**src/rtl/icache_direct_if.sv**
```systemverilog
// -----------------------------------------------------------------------------
// icache_direct_if
// Groups the signals between the instruction cache, the datapath fetch port and
// the memory controller.
//   Datapath side : imemREN, imemaddr (request)  -> ihit, imemload (response)
//   Memory side   : iREN, iaddr (request)        <- iwait, iload (response)
// Modports:
//   slave  - the cache: takes fetch requests and memory responses, and drives
//            the fetch response and the memory request.
//   master - the environment: the datapath and memory controller together.
// -----------------------------------------------------------------------------
interface icache_direct_if;
  logic        imemREN;
  logic [31:0] imemaddr;
  logic        ihit;
  logic [31:0] imemload;
  logic        iREN;
  logic [31:0] iaddr;
  logic        iwait;
  logic [31:0] iload;

  modport slave (
    input  imemREN, imemaddr, iwait, iload,
    output ihit, imemload, iREN, iaddr
  );

  modport master (
    output imemREN, imemaddr, iwait, iload,
    input  ihit, imemload, iREN, iaddr
  );
endinterface

```
**src/rtl/icache_direct.sv**
```systemverilog
// -----------------------------------------------------------------------------
// icache_direct
// Direct-mapped, one-word-per-block instruction cache in front of the
// datapath fetch port. Hits return in the same cycle. A miss blocks while one
// word is fetched over the iREN/iwait handshake, and that word is forwarded to
// the datapath in the completion cycle when the fetch address still matches.
// Ports:
//   CLK, RST    - clock (rising edge), asynchronous active-high reset
//   bus         - icache_direct_if.slave (fetch port and memory port)
//   hit_count   - fetch hits since reset (wraps)
//   miss_count  - misses started since reset (wraps)
// -----------------------------------------------------------------------------
module icache_direct #(
  parameter int SETS  = 16,
  parameter int CNT_W = 32
) (
  input  logic               CLK,
  input  logic               RST,
  icache_direct_if.slave     bus,
  output logic [CNT_W-1:0]   hit_count,
  output logic [CNT_W-1:0]   miss_count
);

  localparam int IDX   = $clog2(SETS);
  localparam int TAG_W = 30 - IDX;

  typedef enum logic [1:0] {
    ST_IDLE = 2'b01,
    ST_FILL = 2'b10
  } state_e;

  state_e             state_q, state_d;
  logic [29:0]        miss_word_q, miss_word_d;   // word address of the fill
  logic [CNT_W-1:0]   hit_cnt_q, hit_cnt_d;
  logic [CNT_W-1:0]   miss_cnt_q, miss_cnt_d;

  logic [SETS-1:0]    valid_q;
  logic [TAG_W-1:0]   tag_q  [SETS];
  logic [31:0]        data_q [SETS];

  // Fetch address split; the byte offset is not used by a word cache.
  logic [29:0]        fetch_word;
  logic [TAG_W-1:0]   fetch_tag;
  logic [IDX-1:0]     fetch_idx;
  logic               unused_addr_bits;
  logic               lookup_hit;

  logic [TAG_W-1:0]   fill_tag;
  logic [IDX-1:0]     fill_idx;
  logic               fill_we;

  logic               ihit_c;
  logic [31:0]        imemload_c;
  logic               iren_c;
  logic [31:0]        iaddr_c;

  assign fetch_word       = bus.imemaddr[31:2];
  assign fetch_tag        = fetch_word[29:IDX];
  assign fetch_idx        = fetch_word[IDX-1:0];
  assign unused_addr_bits = ^bus.imemaddr[1:0];
  assign fill_tag         = miss_word_q[29:IDX];
  assign fill_idx         = miss_word_q[IDX-1:0];

  assign lookup_hit = bus.imemREN && valid_q[fetch_idx] &&
                      (tag_q[fetch_idx] == fetch_tag);

  // NOTE: every signal written here gets a default first, so no path through
  // the case statement can leave one unassigned and infer a latch.
  always_comb begin
    state_d     = state_q;
    miss_word_d = miss_word_q;
    hit_cnt_d   = hit_cnt_q;
    miss_cnt_d  = miss_cnt_q;
    fill_we     = 1'b0;
    ihit_c      = 1'b0;
    imemload_c  = 32'h0;
    iren_c      = 1'b0;
    iaddr_c     = 32'h0;

    case (state_q)
      ST_IDLE: begin
        if (lookup_hit) begin
          ihit_c     = 1'b1;
          imemload_c = data_q[fetch_idx];
          hit_cnt_d  = hit_cnt_q + CNT_W'(1);
        end else if (bus.imemREN) begin
          miss_word_d = fetch_word;
          miss_cnt_d  = miss_cnt_q + CNT_W'(1);
          state_d     = ST_FILL;
        end
      end

      ST_FILL: begin
        iren_c  = 1'b1;
        iaddr_c = {miss_word_q, 2'b00};
        if (!bus.iwait) begin
          fill_we = 1'b1;
          state_d = ST_IDLE;
          // Forward the returning word only if the datapath still wants it;
          // it was already counted as a miss, so the hit counter stays put.
          if (bus.imemREN && (fetch_word == miss_word_q)) begin
            ihit_c     = 1'b1;
            imemload_c = bus.iload;
          end
        end
      end

      default: state_d = ST_IDLE;
    endcase
  end

  // NOTE: sequential state uses non-blocking assignments so every flop samples
  // the pre-edge values regardless of statement order.
  always_ff @(posedge CLK or posedge RST) begin
    if (RST) begin
      state_q     <= ST_IDLE;
      miss_word_q <= '0;
      hit_cnt_q   <= '0;
      miss_cnt_q  <= '0;
      valid_q     <= '0;
    end else begin
      state_q     <= state_d;
      miss_word_q <= miss_word_d;
      hit_cnt_q   <= hit_cnt_d;
      miss_cnt_q  <= miss_cnt_d;
      if (fill_we) valid_q[fill_idx] <= 1'b1;
    end
  end

  // NOTE: tag and data arrays are deliberately left out of reset; the valid
  // bits alone make stale contents invisible, and the arrays can map to RAM.
  always_ff @(posedge CLK) begin
    if (fill_we) begin
      tag_q[fill_idx]  <= fill_tag;
      data_q[fill_idx] <= bus.iload;
    end
  end

  assign bus.ihit     = ihit_c;
  assign bus.imemload = imemload_c;
  assign bus.iREN     = iren_c;
  assign bus.iaddr    = iaddr_c;
  assign hit_count    = hit_cnt_q;
  assign miss_count   = miss_cnt_q;

endmodule
```
**src/flat_wrapper.sv**
```systemverilog
// flat-port wrapper written by rule: the top's interface ports become plain ports
module icache_direct_flat 
#(
  parameter int SETS  = 16,
  parameter int CNT_W = 32
)
  (CLK, RST, hit_count, miss_count, bus_imemREN, bus_imemaddr, bus_iwait, bus_iload, bus_ihit, bus_imemload, bus_iREN, bus_iaddr);
  icache_direct_if bus_i ();
  input  logic CLK;
  input  logic RST;
  output logic [CNT_W-1:0] hit_count;
  output logic [CNT_W-1:0] miss_count;
  input wire logic [$bits(bus_i.imemREN)-1:0] bus_imemREN;
  input wire logic [$bits(bus_i.imemaddr)-1:0] bus_imemaddr;
  input wire logic [$bits(bus_i.iwait)-1:0] bus_iwait;
  input wire logic [$bits(bus_i.iload)-1:0] bus_iload;
  output wire logic [$bits(bus_i.ihit)-1:0] bus_ihit;
  output wire logic [$bits(bus_i.imemload)-1:0] bus_imemload;
  output wire logic [$bits(bus_i.iREN)-1:0] bus_iREN;
  output wire logic [$bits(bus_i.iaddr)-1:0] bus_iaddr;
  assign bus_i.imemREN = bus_imemREN;
  assign bus_i.imemaddr = bus_imemaddr;
  assign bus_i.iwait = bus_iwait;
  assign bus_i.iload = bus_iload;
  assign bus_ihit = bus_i.ihit;
  assign bus_imemload = bus_i.imemload;
  assign bus_iREN = bus_i.iREN;
  assign bus_iaddr = bus_i.iaddr;
  icache_direct #(.SETS(SETS), .CNT_W(CNT_W)) u_core (.CLK(CLK), .RST(RST), .bus(bus_i), .hit_count(hit_count), .miss_count(miss_count));
endmodule
```
**config.mk**
```make
export PLATFORM = sky130hd
export DESIGN_NAME = icache_direct_flat
export DESIGN_NICKNAME = d
export VERILOG_FILES = /design/src/rtl/icache_direct_if.sv /design/src/rtl/icache_direct.sv /design/src/flat_wrapper.sv
export SDC_FILE = /design/constraint.sdc
export NUM_CORES = 1
export LEC_CHECK = 0
export CAP_MARGIN = 40
export CORE_MARGIN = 8
export CORE_UTILIZATION = 50
export CTS_BUF_LIST = sky130_fd_sc_hd__clkbuf_16
export DETAILED_ROUTE_END_ITERATION = 8
export PLACE_DENSITY = 0.82
export SLEW_MARGIN = 20
export SYNTH_ARGS = -nofsm -noshare
export SYNTH_HDL_FRONTEND = slang
export SYNTH_SLANG_ARGS = --single-unit
```
**constraint.sdc**
```tcl
create_clock -name CLK -period 6 [get_ports CLK]
set_input_delay 1.2 -clock CLK [delete_from_list [all_inputs] [get_ports CLK]]
set_output_delay 1.2 -clock CLK [all_outputs]
set_load 0.01 [all_outputs]
```
==> flow_metrics.env <==
export IMPL_power_density_nw_per_um2=351.9
export IMPL_cts_sinks=1040
export IMPL_final_core_util_pct=59.69
export IMPL_synthAdderAreaFrac_pct=0.1203
export IMPL_final_hold_violation_count=0
export IMPL_switchingPower_mw=4.299
export IMPL_tightest_slew_ns=0.8508
export IMPL_cpPeakStageDelay_ns=0.56
export IMPL_dp_slack_ns=-0.09352
export IMPL_synthArstFlopShare_pct=10.77
export IMPL_area_growth_syn_to_layout_pct=17.99
export IMPL_syn_inst=2015
export IMPL_synth_top_family_by_area="multiplexers"
export IMPL_synth_edf_count=928
export IMPL_firstDrtPassIters=6
export IMPL_synth_xor_area_share_pct=2.484
export IMPL_cts_htree_levels=3
export IMPL_yosysWarnings=0
export IMPL_fillers=5586
export IMPL_gp_congestion=0.8874
export IMPL_start_kind="primary input"
export IMPL_vias_per_cell=6.378
export IMPL_portBuffers=193
export IMPL_placed_cells=3258
export IMPL_cp_end_kind="output port"
export IMPL_ir_drop_v=0.0003398
export IMPL_status="completed"
export IMPL_initial_core_util_pct=50.59
export IMPL_crit_required_ns=4.80
export IMPL_synth_mux_area_share_pct=16.49
export IMPL_synth_top_area_share_pct=66.97
export IMPL_yosys_top_cells_area="edfxtp_1, mux4_2, dfrtp_1, xnor2_1, mux2i_1"
export IMPL_nets=2379
export IMPL_die_height_um=304.5
export IMPL_combPwrFrac_pct=9.2
export IMPL_seq_area_frac_synth_pct=73.71
export IMPL_synth_area_um2=41610
export IMPL_wl_um=105800
export IMPL_synth_cell_types=67
export IMPL_cpMostUsedCell="or4_1"
export IMPL_synth_top_area_cell="edfxtp_1"
export IMPL_sequentialPowerShare_pct=53.8
export IMPL_die_area_um2=92710
export IMPL_slew_limit_headroom_pct=43.28
export IMPL_grt_pass1_wl_um=154000
export IMPL_cp_cell_sequence="buf_8 -> buf_16 -> buf_4 -> mux4_2 -> and2_1 -> a2111oi_0 -> or4_1 -> or4_1 -> nor3_2 -> and4_4 -> a32o_2 -> clkdlybuf4s50_1"
export IMPL_leakage_nw=16.65
export IMPL_num_rows=105
export IMPL_cts_tree="built"
export IMPL_routedWlPerCell_um=30.57
export IMPL_min_period_ns=6.000
export IMPL_cts_max_path_buffers=3
export IMPL_drtIter0Drc=2679
export IMPL_syn_avg_cell_area_um2=20.65
export IMPL_grt_max_degree=101
export IMPL_setup_viol=0
export IMPL_antenna_found_initial=2
export IMPL_synth_most_common_cell="edfxtp_1"
export IMPL_fin_skew_ns=0.04548
export IMPL_path_clk_slew_ns=0.06
export IMPL_tns_ns=0
export IMPL_grt_usage_pct=22.29
export IMPL_root_buffer="clkbuf_16"
export IMPL_clkPwrFrac_pct=37.0
export IMPL_layout_setup_ws_ns=0.0002167
export IMPL_worst_path_max_fanout=17
export IMPL_synth_simple_area_share_pct=4.102
export IMPL_fin_crit_sh_pct=100.0
export IMPL_drive_gt1_share_pct=25.81
export IMPL_core_area_um2=82240
export IMPL_synth_ff_type="edfxtp_1"
export IMPL_first_global_vias=22880
export IMPL_drv_cap=0
export IMPL_rsz0062_at_grt="yes"
export IMPL_cp_data_arrival_time_ns=4.80
export IMPL_final_cells=3462
export IMPL_hold_buffers=0
export IMPL_critical_path_class="primary input to output port"
export IMPL_max_freq_mhz=166.7
export IMPL_drc=0
export IMPL_ios=198
export IMPL_cp_top_family="simple AND/OR/NAND/NOR gates"
export IMPL_path_buf_inv=4
export IMPL_synth_common_cells="edfxtp_1, mux4_2, dfrtp_1"
export IMPL_ys_seq_elements=1040
export IMPL_chipWidth_um=304.5
export IMPL_cpMaxStageDelayCell="or4_1"
export IMPL_dp_hpwl_um=57810
export IMPL_overflow=0
export IMPL_insertion_delay_ns=0.67
export IMPL_synth_compound_area_share_pct=1.669
export IMPL_cts_buffers=100
export IMPL_postRouteAntennaNets=0
export IMPL_maxSlewViolCount=0
export IMPL_fin_total_pwr_mw=17.28
export IMPL_vias=22080
export IMPL_cell_internal_pwr_mw=12.98
export IMPL_r2r_setup_slack_ns=2.02
export IMPL_hold_class="flip-flop to flip-flop"
export IMPL_swShare_pct=24.88
## final cells by class
| type | instances | area (um2) | share of cell area (%) |
|---|---|---|---|
| flip-flops and latches | 1040 | 30670 | 62.47 |
| well taps | 1070 | 1339 | 2.727 |
| diodes | 1 | 2.502 | 0.005097 |
| inverters | 17 | 68.82 | 0.1402 |
| clock inverters | 84 | 804.5 | 1.639 |
| multi-input cells | 852 | 10550 | 21.48 |
| repair buffers | 296 | 3110 | 6.336 |
| clock buffers | 102 | 2552 | 5.199 |
## timing repair
item	4_1_cts	5_1_grt
pin swaps	1	2
gates resized for setup	25	25
gates cloned	0	1
endpoints found under the setup margin	33	15
buffers inserted	1	14
## sequential cells by signal, indices dropped and copies added (netlist names)
name / count
u_core.miss_count: 32
u_core.miss_word_q: 30
u_core.valid_q: 16
u_core.tag_q: 416
u_core.data_q: 512
u_core.hit_count: 32
u_core.state_q: 2
## stage by stage
stage	instance area, um2	hold slack [ns]
6_report	49090	0.4648
3_5_place_dp	45500	0.4547
4_1_cts	48870	0.4675
5_1_grt	49090	0.4804
3_3_place_gp	45420	0.4463
2_1_floorplan	41630	0.4337
## layer usage
layer / track usage (%) / part of all wire, %
met1: 29.41 / 37
met2: 37.47 / 50
met3: 4.229 / 9.4
met4: 7.349 / 3.4
met5: 0 / 0.012
## placed cells by master (no fill, tap or decap), drive strengths merged, types with 37 or more instances in the layout
cell type,count
edfxtp,928
mux4,264
clkdlybuf4s50,157
dfrtp,111
buf,107
clkbuf,105
xnor2,75
nor2,44
xor2,43
mux2i,43
clkinv,42
nand2,41
mux2,40
and2,37
nand3,37
## worst paths after layout
kind | from | end | cells past startpoint
worst max-delay path | bus_imemaddr[2] | bus_imemload[15] | 12
worst min-delay path | u_core.valid_q[14] | u_core.valid_q[14] | 1
worst max register to register | u_core.tag_q[15][7] | u_core.hit_count[1] | 11
worst min register to register | u_core.valid_q[14] | u_core.valid_q[14] | 1
max in group asynchronous | RST | u_core.miss_word_q[13] | 3
min in group asynchronous | RST | u_core.hit_count[28] | 2
## cells by family (layout without fill, tap and decap cells)
group,Yosys count,count (layout)
flops,1040,1040
mux,347,347
simple gates,298,298
buf+inv,124,499
xor+xnor,118,118
compound gates,83,83
fa+ha+maj,4,4
other cells,1,3
## power groups by stage
stage / registers [mW] / clock network [mW] / logic [mW]
floorplan: 9.10 / 0 / 0.956
global placement: 9.32 / 0 / 1.51
detailed placement: 9.40 / 0 / 1.57
CTS: 9.26 / 6.47 / 1.59
global route: 9.33 / 6.74 / 1.69
finish: 9.29 / 6.40 / 1.59
No activity file was read; power rests on OpenSTA's default activity.
